--- src/rtl/sar_adc_ctrl_pkg.sv ---
// Shared definitions for the SAR ADC controller: state encodings, default
// geometry and the settle/sample counter width helper.
package sar_adc_ctrl_pkg;

  localparam int DEF_N          = 8;
  localparam int DEF_SAMPLE_CYC = 2;
  localparam int DEF_SETTLE_CYC = 1;

  typedef enum logic [1:0] {
    ST_IDLE = 2'b00,
    ST_SAMP = 2'b01,
    ST_CONV = 2'b10
  } state_t;

  // Counter must hold the larger of the two reload values; never narrower than 1 bit.
  function automatic int cnt_width(input int a, input int b);
    int m;
    int w;
    m = (a > b) ? a : b;
    w = $clog2(m);
    return (w < 1) ? 1 : w;
  endfunction

endpackage

--- src/rtl/sar_cycle_cnt.sv ---
// Loadable down-counter with a zero flag; times both the track phase and
// each bit-trial settle window.
module sar_cycle_cnt #(
  parameter int W = 1
) (
  input  logic         i_clk,
  input  logic         i_rst,
  input  logic         i_load,
  input  logic [W-1:0] i_load_val,
  input  logic         i_dec,
  output logic         o_zero
);

  logic [W-1:0] r_count;

  always_ff @(posedge i_clk or posedge i_rst) begin
    if (i_rst) begin
      r_count <= '0;
    end else if (i_load) begin
      r_count <= i_load_val;
    end else if (i_dec && (r_count != '0)) begin
      r_count <= r_count - W'(1);
    end
  end

  assign o_zero = (r_count == '0);

endmodule

--- src/rtl/sar_adc_ctrl.sv ---
// Successive-approximation controller: one track phase followed by N
// binary-search trials, each settled before the comparator is sampled.
module sar_adc_ctrl
  import sar_adc_ctrl_pkg::*;
#(
  parameter int N          = DEF_N,
  parameter int SAMPLE_CYC = DEF_SAMPLE_CYC,
  parameter int SETTLE_CYC = DEF_SETTLE_CYC
) (
  input  logic         CLK,
  input  logic         CLRbar,
  input  logic         START,
  input  logic         CMP,
  output logic         SAMPLE,
  output logic [N-1:0] DAC,
  output logic         BUSY,
  output logic         DONE,
  output logic [N-1:0] DOUT
);

  localparam int IW = $clog2(N);
  localparam int CW = cnt_width(SAMPLE_CYC, SETTLE_CYC);
  localparam logic [CW-1:0] SAMP_LOAD   = CW'(SAMPLE_CYC - 1);
  localparam logic [CW-1:0] SETTLE_LOAD = CW'(SETTLE_CYC - 1);
  localparam logic [IW-1:0] IDX_MSB     = IW'(N - 1);

  state_t        r_state;
  logic [IW-1:0] r_idx;
  logic [N-1:0]  r_trial;
  logic [N-1:0]  r_dout;
  logic          r_sample;
  logic          r_busy;
  logic          r_done;

  logic          w_cnt_zero;
  logic          w_cnt_load;
  logic          w_cnt_dec;
  logic [CW-1:0] w_cnt_val;
  logic          w_idx_last;
  logic [IW-1:0] w_idx_dn;

  assign w_idx_last = (r_idx == '0);
  assign w_idx_dn   = r_idx - IW'(1);

  // Counter reloads on entry to each timed window and otherwise counts down to zero.
  always_comb begin
    w_cnt_load = 1'b0;
    w_cnt_dec  = 1'b0;
    w_cnt_val  = SETTLE_LOAD;
    case (r_state)
      ST_IDLE: begin
        w_cnt_load = START;
        w_cnt_val  = SAMP_LOAD;
      end
      ST_SAMP: begin
        w_cnt_load = w_cnt_zero;
        w_cnt_dec  = !w_cnt_zero;
      end
      ST_CONV: begin
        w_cnt_load = w_cnt_zero && !w_idx_last;
        w_cnt_dec  = !w_cnt_zero;
      end
      default: ;
    endcase
  end

  sar_cycle_cnt #(.W(CW)) u_cnt (
    .i_clk      (CLK),
    .i_rst      (CLRbar),
    .i_load     (w_cnt_load),
    .i_load_val (w_cnt_val),
    .i_dec      (w_cnt_dec),
    .o_zero     (w_cnt_zero)
  );

  always_ff @(posedge CLK or posedge CLRbar) begin
    if (CLRbar) begin
      r_state  <= ST_IDLE;
      r_idx    <= '0;
      r_trial  <= '0;
      r_dout   <= '0;
      r_sample <= 1'b0;
      r_busy   <= 1'b0;
      r_done   <= 1'b0;
    end else begin
      r_done <= 1'b0;
      case (r_state)
        ST_IDLE: begin
          if (START) begin
            r_state  <= ST_SAMP;
            r_sample <= 1'b1;
            r_busy   <= 1'b1;
            r_trial  <= {1'b1, {(N-1){1'b0}}};
          end
        end
        ST_SAMP: begin
          if (w_cnt_zero) begin
            r_state  <= ST_CONV;
            r_sample <= 1'b0;
            r_idx    <= IDX_MSB;
          end
        end
        ST_CONV: begin
          if (w_cnt_zero) begin
            if (w_idx_last) begin
              // Bit 0 is still set here, so its final value is just the comparator.
              r_trial[0] <= CMP;
              r_dout     <= {r_trial[N-1:1], CMP};
              r_done     <= 1'b1;
              r_busy     <= 1'b0;
              r_state    <= ST_IDLE;
            end else begin
              if (!CMP) r_trial[r_idx] <= 1'b0;
              r_trial[w_idx_dn] <= 1'b1;
              r_idx             <= w_idx_dn;
            end
          end
        end
        default: begin
          r_state  <= ST_IDLE;
          r_sample <= 1'b0;
          r_busy   <= 1'b0;
        end
      endcase
    end
  end

  assign SAMPLE = r_sample;
  assign DAC    = r_trial;
  assign BUSY   = r_busy;
  assign DONE   = r_done;
  assign DOUT   = r_dout;

endmodule

--- config.mk ---
export PLATFORM = sky130hd
export DESIGN_NAME = sar_adc_ctrl
export DESIGN_NICKNAME = d
export VERILOG_FILES = /design/src/rtl/sar_adc_ctrl_pkg.sv /design/src/rtl/sar_cycle_cnt.sv /design/src/rtl/sar_adc_ctrl.sv
export SDC_FILE = /design/constraint.sdc
export NUM_CORES = 1
export LEC_CHECK = 0
export ABC_AREA = 1
export ABC_CLOCK_PERIOD_IN_PS = 1450
export CAP_MARGIN = 20
export CORE_ASPECT_RATIO = 1.1
export CORE_UTILIZATION = 30
export DETAILED_ROUTE_END_ITERATION = 16
export PLACE_DENSITY_LB_ADDON = 0.2
export SLEW_MARGIN = 25
export SYNTH_ARGS = -nofsm -noshare
export SYNTH_HDL_FRONTEND = slang
export SYNTH_SLANG_ARGS = --single-unit
--- constraint.sdc ---
create_clock -name CLK -period 1.45 [get_ports CLK]
set_input_delay 0.145 -clock CLK [delete_from_list [all_inputs] [get_ports CLK]]
set_output_delay 0.145 -clock CLK [all_outputs]
set_load 0.05 [all_outputs]
==> reports/metrics.csv, run 1 <==
stage,metric,value,unit
run_status,outcome,"complete, no violations",
setup_path,cpPeakStageDelay,420,ps
setup_path,cp-start-kind,register,
pwr,switching_share,0.4928,
global_routing,antenna_found_initial,0,
run,cap_violations,0,
global_routing,grt_overflow_total,0,
synth,syn_nets,200,
min_path,hold_path_class,input pin to asynchronous set/reset pin,
routing,ant_nets,0,
synth,ys_warn_count,0,
layout,layout_common_cells,"97 x nand2_1, 24 x dfrtp_1, 22 x buf_4",
floorplanning,rows,25,
global_routing,grt.total_usage,0.1416,
sta,period_minus_slack,1350,ps
clock_tree,cts-htree-levels,1,
setup_path,regToRegStartpoint,r_state[1]$_DFFE_PP0P_,
floorplanning,pin_count,23,
layout,fillers,453,
clock_tree,cts_sinks,25,
clock_tree,clk_pin_slew,90,ps
routing,firstDrtPassIters,4,
sta,finalClockSkew,6.795,ps
routing,avgViaCountPerCell,4.489,
synth,avgSynthCellArea,7.454,um^2
clock_tree,clockBufferDepth,2,
clock_tree,post-cts-setup-buffer-count,0,
global_routing,grt_pass1_vias,1180,
setup_path,worst_r2r_path_depth,8,
layout,drive_gt1_frac,0.2883,
setup_path,cp_cell_sequence,inv_1 -> ha_1 -> nand2_1 -> nand2_4 -> nor2_4 -> inv_2 -> nand2_1 -> nand2_1,
placed_design,gp_congestion,0.8398,
synth,ys.flop_type,dfrtp_1,
synth,synth_edf_count,0,
pwr,p_sw,1.848,mW
layout,final_common_cell,nand2_1,
clock_tree,cts_tree,built,
synth,ys_ff_latch,25,
routing,drcViolationCount,0,
sta,tns,0,ps
setup_path,crit_top_cell,nand2_1,
floorplanning,die_width,67.17,um
setup_path,crit_type,register to register,
global_routing,grt_max_degree,26,
setup_path,cp-end-kind,register,
routing,drtIter0Drc,87,
setup_path,worstReg2RegEnd,DAC[6]$_DFFE_PP0P_,
pwr,p_comb_frac,0.604,
setup_path,crit_start,r_state[1]$_DFFE_PP0P_,
synth,postSynthCellCount,188,
sta,worst_slack,100.2,ps
sta,min_period_over_period,0.9309,
floorplanning,die_h,73.68,um
placed_design,dp_slack,64.62,ps
sta,maxSlewViolCount,0,
pwr,p_seq_frac,0.287,
setup_path,reg2reg_slack,100,ps
sta,tightestPinTransition,335.9,ps
setup_path,critPathSlowestCell,dfrtp_2,
clock_tree,cts_hold_buf,0,
clock_tree,cts_resized,0,
pwr,ir_drop,851.4,uV
sta,whs,218.4,ps
routing,num_vias,1239,
layout,area_delta_synth_final,31.87,%
clock_tree,root_buffer,clkbuf_8,
setup_path,worstPathArrival,1510,ps
sta,relSlewSlack,0.7760,
floorplanning,die_area,4949,um^2
synth,synthArstFlopShare,1.000,
placed_design,place_inst,272,
floorplanning,core-area,4379,um^2
layout,final_cells,276,
sta,hold_viol_final,0,
routing,routed_wl,3.079,mm
global_routing,grt_pass1_wl,5.278,mm
layout,antenna_cells,0,
sta,setup_viol,0,
floorplanning,initial_core_util,0.3200,
routing,wire_per_inst,11.16,um
pwr,clkPwrFrac,0.110,
placed_design,numPortBuffers,22,
synth,seq_area_frac_synth,0.4464,
pwr,p_leak,1.005,nW
setup_path,crit_path_max_fanout,6,
synth,synth_cell_types,18,
setup_path,crit_end,DAC[6]$_DFFE_PP0P_,
sta,max_freq,740.9,MHz
setup_path,required,1610,ps
synth,synth_area,1401,um^2
layout,nets,235,
pwr,pwr_density_cell,2029,nW/um^2
clock_tree,clkLatencyLatePin,270,ps
placed_design,dpl.hpwl,2.377,mm
pwr,p_int,1.902,mW
clock_tree,cts_buffers,3,
-- area by class of cell --
type,instances,area (um^2),share of cell area
well taps,54,67.56,0.03656
repair buffers,30,295.3,0.1598
clock buffers,3,41.29,0.02234
clock inverters,1,5.005,0.002708
multi-input cells,143,732.0,0.3961
inverters,20,80.08,0.04333
flip-flops and latches,25,626.9,0.3392
-- kinds of logic (layout without fill, tap and decap cells) --
kind of cell,Yosys count,count (layout),share of synthesized area
simple gates,127,127,0.3946
compound gates,8,8,0.03213
flops,25,25,0.4464
buf+inv,20,54,0.05536
fa+ha+maj,8,8,0.07143
-- routing by layer --
metal  global-route usage  share of wire  vias to the layer above
met1               0.1675           0.46                      575
li1                     -              -                      642
met5                    0              0                        -
met3              0.01863          0.029                        2
met4              0.03546         0.0075                        0
met2               0.2633           0.50                       20
-- worst min path at each step --
stage	start	end	slack [ps]	cells after the start
2_1_floorplan	CLRbar	BUSY$_DFFE_PP0P_	170	1
3_3_place_gp	DOUT[5]$_DFFE_PP0P_	DOUT[5]$_DFFE_PP0P_	460	2
3_5_place_dp	DOUT[3]$_DFFE_PP0P_	DOUT[3]$_DFFE_PP0P_	470	2
4_1_cts	CLRbar	SAMPLE$_DFFE_PP0P_	230	3
5_1_grt	CLRbar	SAMPLE$_DFFE_PP0P_	260	3
6_report	CLRbar	SAMPLE$_DFFE_PP0P_	220	3
-- cells in the mapped netlist (2+ instances only) --
master | instances | area share
o21ai_0 | 5 | 0.018
nor2_4 | 2 | 0.016
nor2_1 | 7 | 0.019
nand2_2 | 4 | 0.018
nand2_1 | 97 | 0.26
dfrtp_1 | 25 | 0.45
nand3_2 | 2 | 0.014
inv_2 | 7 | 0.019
a22oi_1 | 2 | 0.011
nand3_1 | 7 | 0.025
nand2_4 | 2 | 0.016
inv_1 | 12 | 0.032
nor2_2 | 4 | 0.018
ha_1 | 8 | 0.071
-- power groups by stage --
stage	Combinational, mW	Clock (mW)	Sequential (mW)
floorplan	1.13	0	1.42
global route	2.54	0.455	1.10
CTS	2.21	0.439	1.06
global placement	2.21	0	1.08
finish	2.26	0.411	1.07
detailed placement	2.20	0	1.08
-- registers in the layout, indices dropped and copies added, names as in the netlist --
name,cells
BUSY,1
DAC,8
DONE,1
DOUT,8
SAMPLE,1
r_idx,3
r_state,2
u_cnt.r_count,1
-- critical path: cells and delay by family (launching register included) --
family / cells / cell delay [ps]
adder cells (fa/ha/maj): 1 / 200
buffers and inverters: 2 / 150
flip-flops: 1 / 420
AND/OR/NAND/NOR: 5 / 480
-- per-stage QoR --
stage	cell area [um^2]	util	power (mW)
6_report	1848	0.4220	3.750
5_1_grt	1848	0.4220	4.099
4_1_cts	1810	0.4134	3.709
3_5_place_dp	1764	0.4029	3.273
3_3_place_gp	1764	0.4029	3.282
2_1_floorplan	1401	-	2.553
Power figures use the tool's default switching activity.
==> run 2: changes to the inputs <==
Settings changed: CAP_MARGIN 20 to 10.
==> results of run 2 <==
The final DEF is identical to that of run 1; final timing and power are the same.
